## src/rtl/calc_n_pkg.sv

```systemverilog
// Shared types for the NUM_CH-channel calculator: command/response encodings,
// capture FSM states and the default-width request queue entry.
package calc_n_pkg;

  typedef enum logic [3:0] {
    NOP = 4'd0,
    ADD = 4'd1,
    SUB = 4'd2,
    SHL = 4'd5,
    SHR = 4'd6
  } cmd_e;

  typedef enum logic [1:0] {
    NONE = 2'd0,
    OK   = 2'd1,
    ERR  = 2'd2,
    RSVD = 2'd3
  } resp_e;

  typedef enum logic {
    CAP_IDLE = 1'b0,
    CAP_OP2  = 1'b1
  } cap_st_e;

  localparam int DEF_CMD_W  = 4;
  localparam int DEF_DATA_W = 32;

  // Queue entry layout at the default widths; the channel queue builds the
  // same {cmd, op1, op2} layout from its own parameters.
  typedef struct packed {
    logic [DEF_CMD_W-1:0]  cmd;
    logic [DEF_DATA_W-1:0] op1;
    logic [DEF_DATA_W-1:0] op2;
  } entry_t;

endpackage

```

## src/rtl/calc_n_ch_fifo.sv

```systemverilog
// One request channel: two-cycle capture FSM, request queue, busy and
// sticky drop flag. The arbiter pops the head through pop_in.
module calc_n_ch_fifo
  import calc_n_pkg::*;
#(
  parameter int DATA_WIDTH = 32,
  parameter int CMD_WIDTH  = 4,
  parameter int FIFO_DEPTH = 4
) (
  input  logic                  clk,
  input  logic                  rst,
  input  logic [CMD_WIDTH-1:0]  cmd_in,
  input  logic [DATA_WIDTH-1:0] data_in,
  input  logic                  pop_in,
  output logic                  valid_out,
  output logic                  busy_out,
  output logic                  drop_out,
  output logic [CMD_WIDTH-1:0]  cmd_out,
  output logic [DATA_WIDTH-1:0] op1_out,
  output logic [DATA_WIDTH-1:0] op2_out
);

  localparam int AW = $clog2(FIFO_DEPTH);
  localparam int CW = AW + 1;

  typedef struct packed {
    logic [CMD_WIDTH-1:0]  cmd;
    logic [DATA_WIDTH-1:0] op1;
    logic [DATA_WIDTH-1:0] op2;
  } ent_t;

  cap_st_e               st_q, st_d;
  logic [CMD_WIDTH-1:0]  cmd_h_q, cmd_h_d;
  logic [DATA_WIDTH-1:0] op1_h_q, op1_h_d;
  logic [AW-1:0]         wr_ptr_q, wr_ptr_d, rd_ptr_q, rd_ptr_d;
  logic [CW-1:0]         cnt_q, cnt_d;
  logic                  drop_q, drop_d;
  logic                  push, pop, busy;
  ent_t                  mem_q [FIFO_DEPTH];
  ent_t                  head;

  // The OP2 cycle holds a reserved slot, so a push never finds the queue full.
  assign busy = (cnt_q + CW'(st_q == CAP_OP2)) == CW'(FIFO_DEPTH);
  assign pop  = pop_in && (cnt_q != '0);

  always_comb begin
    st_d    = st_q;
    cmd_h_d = cmd_h_q;
    op1_h_d = op1_h_q;
    drop_d  = drop_q;
    push    = 1'b0;
    case (st_q)
      CAP_IDLE: begin
        if (cmd_in != '0) begin
          if (busy) begin
            drop_d = 1'b1;
          end else begin
            cmd_h_d = cmd_in;
            op1_h_d = data_in;
            st_d    = CAP_OP2;
          end
        end
      end
      CAP_OP2: begin
        push = 1'b1;
        st_d = CAP_IDLE;
      end
      default: st_d = CAP_IDLE;
    endcase
    wr_ptr_d = wr_ptr_q + AW'(push);
    rd_ptr_d = rd_ptr_q + AW'(pop);
    cnt_d    = cnt_q + CW'(push) - CW'(pop);
  end

  always_ff @(posedge clk) begin
    if (rst) begin
      st_q     <= CAP_IDLE;
      cmd_h_q  <= '0;
      op1_h_q  <= '0;
      wr_ptr_q <= '0;
      rd_ptr_q <= '0;
      cnt_q    <= '0;
      drop_q   <= 1'b0;
    end else begin
      st_q     <= st_d;
      cmd_h_q  <= cmd_h_d;
      op1_h_q  <= op1_h_d;
      wr_ptr_q <= wr_ptr_d;
      rd_ptr_q <= rd_ptr_d;
      cnt_q    <= cnt_d;
      drop_q   <= drop_d;
    end
  end

  always_ff @(posedge clk) begin
    if (push) mem_q[wr_ptr_q] <= '{cmd: cmd_h_q, op1: op1_h_q, op2: data_in};
  end

  assign head      = mem_q[rd_ptr_q];
  assign valid_out = (cnt_q != '0);
  assign busy_out  = busy;
  assign drop_out  = drop_q;
  assign cmd_out   = head.cmd;
  assign op1_out   = head.op1;
  assign op2_out   = head.op2;

endmodule

```

## src/rtl/calc_n_arb.sv

```systemverilog
// NUM_CH request channels sharing one registered ALU through a round-robin
// arbiter. Define CALC_N_FIXED_PRIO_EN for fixed lowest-index-wins priority.
module calc_n_arb
  import calc_n_pkg::*;
#(
  parameter int NUM_CH     = 4,
  parameter int DATA_WIDTH = 32,
  parameter int CMD_WIDTH  = 4,
  parameter int RESP_WIDTH = 2,
  parameter int FIFO_DEPTH = 4
) (
  input  logic                         clk,
  input  logic                         rst,
  input  logic [NUM_CH*CMD_WIDTH-1:0]  req_cmd_in,
  input  logic [NUM_CH*DATA_WIDTH-1:0] req_data_in,
  output logic [NUM_CH-1:0]            req_busy_out,
  output logic [NUM_CH-1:0]            req_drop_out,
  output logic [NUM_CH*RESP_WIDTH-1:0] out_resp,
  output logic [NUM_CH*DATA_WIDTH-1:0] out_data
);

  localparam int PTR_W = (NUM_CH > 1) ? $clog2(NUM_CH) : 1;
  localparam int SH_W  = (DATA_WIDTH > 1) ? $clog2(DATA_WIDTH) : 1;

  logic [NUM_CH-1:0]     ch_vld, ch_pop;
  logic [CMD_WIDTH-1:0]  ch_cmd [NUM_CH];
  logic [DATA_WIDTH-1:0] ch_op1 [NUM_CH];
  logic [DATA_WIDTH-1:0] ch_op2 [NUM_CH];

  for (genvar g = 0; g < NUM_CH; g++) begin : g_ch
    calc_n_ch_fifo #(
      .DATA_WIDTH(DATA_WIDTH),
      .CMD_WIDTH (CMD_WIDTH),
      .FIFO_DEPTH(FIFO_DEPTH)
    ) u_ch (
      .clk      (clk),
      .rst      (rst),
      .cmd_in   (req_cmd_in[g*CMD_WIDTH +: CMD_WIDTH]),
      .data_in  (req_data_in[g*DATA_WIDTH +: DATA_WIDTH]),
      .pop_in   (ch_pop[g]),
      .valid_out(ch_vld[g]),
      .busy_out (req_busy_out[g]),
      .drop_out (req_drop_out[g]),
      .cmd_out  (ch_cmd[g]),
      .op1_out  (ch_op1[g]),
      .op2_out  (ch_op2[g])
    );
  end

  logic [PTR_W-1:0] start, cand, grant_idx;
  logic             grant_vld;

`ifdef CALC_N_FIXED_PRIO_EN
  assign start = '0;
`else
  logic [PTR_W-1:0] ptr_q, ptr_d;

  always_comb begin
    ptr_d = ptr_q;
    if (grant_vld) ptr_d = (grant_idx == PTR_W'(NUM_CH - 1)) ? '0 : grant_idx + 1'b1;
  end

  always_ff @(posedge clk) begin
    if (rst) ptr_q <= '0;
    else     ptr_q <= ptr_d;
  end

  assign start = ptr_q;
`endif

  // Scan channels starting at 'start', wrapping once around.
  always_comb begin
    grant_vld = 1'b0;
    grant_idx = '0;
    cand      = '0;
    for (int i = 0; i < NUM_CH; i++) begin
      if (int'(start) + i >= NUM_CH) cand = PTR_W'(int'(start) + i - NUM_CH);
      else                           cand = PTR_W'(int'(start) + i);
      if (!grant_vld && ch_vld[cand]) begin
        grant_vld = 1'b1;
        grant_idx = cand;
      end
    end
  end

  always_comb begin
    ch_pop = '0;
    for (int c = 0; c < NUM_CH; c++) ch_pop[c] = grant_vld && (grant_idx == PTR_W'(c));
  end

  logic [CMD_WIDTH-1:0]  alu_cmd;
  logic [DATA_WIDTH-1:0] alu_a, alu_b, alu_data;
  logic [DATA_WIDTH:0]   alu_sum;
  logic [RESP_WIDTH-1:0] alu_resp;

  assign alu_cmd = ch_cmd[grant_idx];
  assign alu_a   = ch_op1[grant_idx];
  assign alu_b   = ch_op2[grant_idx];
  assign alu_sum = {1'b0, alu_a} + {1'b0, alu_b};

  // Errors always return zero data.
  always_comb begin
    alu_resp = RESP_WIDTH'(OK);
    alu_data = '0;
    case (alu_cmd)
      CMD_WIDTH'(ADD): begin
        if (alu_sum[DATA_WIDTH]) alu_resp = RESP_WIDTH'(ERR);
        else                     alu_data = alu_sum[DATA_WIDTH-1:0];
      end
      CMD_WIDTH'(SUB): begin
        if (alu_b > alu_a) alu_resp = RESP_WIDTH'(ERR);
        else               alu_data = alu_a - alu_b;
      end
      CMD_WIDTH'(SHL): alu_data = alu_a << alu_b[SH_W-1:0];
      CMD_WIDTH'(SHR): alu_data = alu_a >> alu_b[SH_W-1:0];
      default:         alu_resp = RESP_WIDTH'(ERR);
    endcase
  end

  logic [NUM_CH*RESP_WIDTH-1:0] resp_q, resp_d;
  logic [NUM_CH*DATA_WIDTH-1:0] data_q, data_d;

  always_comb begin
    resp_d = '0;
    data_d = '0;
    for (int c = 0; c < NUM_CH; c++) begin
      if (ch_pop[c]) begin
        resp_d[c*RESP_WIDTH +: RESP_WIDTH] = alu_resp;
        data_d[c*DATA_WIDTH +: DATA_WIDTH] = alu_data;
      end
    end
  end

  always_ff @(posedge clk) begin
    if (rst) begin
      resp_q <= '0;
      data_q <= '0;
    end else begin
      resp_q <= resp_d;
      data_q <= data_d;
    end
  end

  assign out_resp = resp_q;
  assign out_data = data_q;

endmodule
```

## config.mk

```make
export PLATFORM = sky130hd
export DESIGN_NAME = calc_n_arb
export DESIGN_NICKNAME = d
export VERILOG_FILES = /design/src/rtl/calc_n_pkg.sv /design/src/rtl/calc_n_ch_fifo.sv /design/src/rtl/calc_n_arb.sv
export SDC_FILE = /design/constraint.sdc
export NUM_CORES = 2
export LEC_CHECK = 0
export CAP_MARGIN = 5
export CORE_ASPECT_RATIO = 1.5
export CORE_MARGIN = 5
export CORE_UTILIZATION = 45
export CTS_CLUSTER_SIZE = 30
export DETAILED_ROUTE_END_ITERATION = 10
export GPL_TIMING_DRIVEN = 0
export SETUP_SLACK_MARGIN = 0.3
export SLEW_MARGIN = 30
export SYNTH_ARGS = -nofsm -noshare
export SYNTH_HDL_FRONTEND = slang
export SYNTH_HIERARCHICAL = 1
export SYNTH_SLANG_ARGS = --single-unit
```

## constraint.sdc

```tcl
create_clock -name clk -period 8.1 [get_ports clk]
set_clock_uncertainty 0.2 [all_clocks]
set_input_delay 1.215 -clock clk [delete_from_list [all_inputs] [get_ports clk]]
set_output_delay 1.215 -clock clk [all_outputs]
set_load 0.01 [all_outputs]
```

==> metrics.txt <==
outcome=finished clean; most frequent CP cell=buf_4; Detailed Routing Iterations Pass 1=6; I/O pins=290; worst-margin pin slew=roughly 1.1 ns; Buf/Inv on CP=8; # fillers=11,500; Final Slew Violations=0; Final setup viols=0; Routed wire per std cell=about 34 um; CP max stage delay=between 0.5 and 0.6 ns; Die Ht=between 400 and 500 um; DIE WIDTH=roughly 310 um; CP Launch Type=flop; Core ar.=~0.14 mm^2; Starting Density=a little under half; Worst-path clk slew=around 0.06 ns; Worst setup EP type=flop; worst skew pair latency=around 0.8 ns; Tmin final=a little under 8 ns; NumNets Final=approximately 4,900; initial antenna violation count=18; MaxCap Viol Count=0; Post-synth top flop=edfxtp_1; Via density=between 6 and 7; post-synthesis cell type count=~110; fin crit share=a little over nine tenths; DRC viols=0; CTS HTree Levels=4; mapped cell area=approximately 0.062 mm^2; # rows=167; Seq/Total Area, Yosys=between 60 and 70%; placed instance count=between 6,000 and 7,000; global-route wire length before repair=between 300,000 and 400,000 um; DR vias=a little over 40,000; EDFF count, synth=around 1,100; final hold violations=0; cell count after synthesis=~4,200; YS warnings=6; layout cells sized above 1=around 19%; gpl congestion=about 1.1; global-route total usage across every layer=a little under a third; Area growth syn-to-layout=18.1%; routed wire length=between 200,000 and 250,000 um; fmax=129 MHz; worst min path class=flop to flop; Critical Path Slowest Stage Cell=o2111ai_1; WP data required=~8.5 ns; # port buffers=~290; asr flop ratio synth=0%; syn_area_per_cell=between 10 and 15 um^2; Clock Sinks=roughly 1,400; CTS tree=built; arrival time worst endpoint=slightly above 8 ns; CTS root buf=clkbuf_16; vias in the first global route=about 40,000; Num CTS Buffers=~130; net count after synthesis=about 4,400; Crit Path Max Fanout=11; RSZ-0062 raised after global routing=no; pin count of the biggest net entering global routing=36; #FFs+latches synth=between 1,000 and 1,500; tightest slew margin relative to the limit=between 20% and 30%; drt first-iter violations=about 3,800; Post-DRT Antenna Nets=0; Clock Path Buffers=3; Worst Setup Path Type=flop to flop; Detailed Place HPWL=about 170,000 um; critical path's top delay family=simple AND/OR/NAND/NOR gates; die area=~0.15 mm^2; GRT overflow=0; Post-Layout Cell Count=about 6,600
==> layout by cell type, fill, tap and decap left out, types with 39 or more instances in the layout <==
cell,netlist,layout
edfxtp_1,1088,1088
dfxtp_1,318,318
nand2b_1,299,299
clkdlybuf4s50_1,0,288
mux4_2,285,285
mux2i_1,252,221
nor2_1,186,182
nand3_1,172,172
clkbuf_1,135,165
a21oi_1,166,164
clkbuf_16,0,134
o21ai_0,107,103
inv_1,97,97
nand2_1,91,89
buf_2,84,88
ha_1,85,85
o211ai_1,80,80
buf_4,11,64
nand4_1,45,45
xnor2_1,42,41
o22ai_1,41,39
==> synth_stat cells, types with 85 or more instances <==
library cell | n | area [um^2]
edfxtp_1 | 1088 | 32700
dfxtp_1 | 318 | 6370
nand2b_1 | 299 | 1870
mux4_2 | 285 | 6420
mux2i_1 | 252 | 2520
nor2_1 | 186 | 698
nand3_1 | 172 | 861
a21oi_1 | 166 | 831
clkbuf_1 | 135 | 507
o21ai_0 | 107 | 536
inv_1 | 97 | 364
nand2_1 | 91 | 342
ha_1 | 85 | 1060
==> worst paths after layout <==
kind                                       from                                  to  slack (ns)  cells after the start
max            g_ch[2].u_ch/cnt_q[2]$_SDFF_PP0_              out_data[7]$_SDFF_PP0_        0.35                     26
min          g_ch[3].u_ch/drop_out$_SDFFE_PP0P_  g_ch[3].u_ch/drop_out$_SDFFE_PP0P_        0.29                      1
max reg2reg    g_ch[2].u_ch/cnt_q[2]$_SDFF_PP0_              out_data[7]$_SDFF_PP0_        0.35                     26
min reg2reg  g_ch[3].u_ch/drop_out$_SDFFE_PP0P_  g_ch[3].u_ch/drop_out$_SDFFE_PP0P_        0.29                      1
==> routing by layer <==
layer  track usage [%]  share of wire, %  wire, um  up-vias
li1                  -                 -         -    17400
met1              36.1                37     82200    20700
met2              49.5                48    107000     1714
met3              5.22               5.9     13200      557
met4              22.0               9.2     20600        8
met5            0.0329             0.021        47        -
==> registers in the layout, summed over array words and instances (netlist names) <==
name                count
g_ch.u_ch/cmd_h_q      16
g_ch.u_ch/rd_ptr_q      8
g_ch.u_ch/st_q          4
ptr_q                   2
g_ch.u_ch/wr_ptr_q      8
g_ch.u_ch/drop_out      4
out_resp                8
out_data              128
g_ch.u_ch/op1_h_q     128
g_ch.u_ch/mem_q      1088
g_ch.u_ch/cnt_q        12
==> cell type report <==
cell class | instances | area, um^2 | area share (%)
Clock inverter | 44 | 395 | 0.539
Multi-Input combinational cell | 2403 | 21900 | 29.8
Tap cell | 1774 | 2220 | 3.03
Timing Repair Buffer | 378 | 4110 | 5.60
Antenna cell | 5 | 12.5 | 0.0171
Clock buffer | 195 | 3740 | 5.10
Inverter | 106 | 400 | 0.546
Buffer | 281 | 1580 | 2.15
Sequential cell | 1406 | 39000 | 53.2
==> repair_timing <==
action | CTS | global route
pin swaps | 6 | 3
endpoints found under the hold margin | 0 | 0
resized for setup | 77 | 38
setup endpoints to repair | 136 | 135
cloned | 0 | 0
hold buffers | 0 | 0
setup buffers | 7 | 7
==> metrics by stage <==
step	util (%)	setup TNS, ns	hold slack (ns)	cell area, um^2	worst slack, ns
after floorplan	-	0	0.261	62100	1.86
after global placement	48.8	-926.78	0.267	67300	-2.73
after detailed placement	49.8	-176.14	0.276	68600	-1.89
after CTS	53.1	0	0.291	73100	0.211
after global routing	53.3	0	0.304	73400	0.318
final	53.3	0	0.289	73400	0.350
==> worst reg2reg max path, stage by stage, from the launching register on <==
cell and delay (ns):
dfxtp_1 0.31, buf_6 0.13, or3_1 0.51, nor2b_2 0.25
a211oi_4 0.40, buf_6 0.21, o21ai_1 0.13, and3_1 0.20
buf_2 0.21, nor2_2 0.18, buf_4 0.25, buf_4 0.27
buf_4 0.32, ha_1 0.26, inv_1 0.07, fa_1 0.44
nor3b_2 0.27, o31ai_2 0.15, a211o_1 0.38, a31oi_2 0.35
and4_1 0.43, nor3_4 0.11, clkbuf_2 0.31, nand2_1 0.18
o2111ai_1 0.53, nor3_4 0.47, nor2_1 0.09
==> logic make-up after synthesis <==
logic type	after synthesis	share of synthesized area, %
XOR/XNOR	60	0.846
flip-flops	1406	62.8
multiplexers	546	14.6
AND/OR/NAND/NOR	1010	9.10
buffers and inverters	387	3.10
AO/OA/AOI/OAI	696	7.68
adder cells (fa/ha/maj)	91	1.90
Power is not shown: default switching activity piles up to over one toggle a cycle in this logic, so the estimate is an artifact.
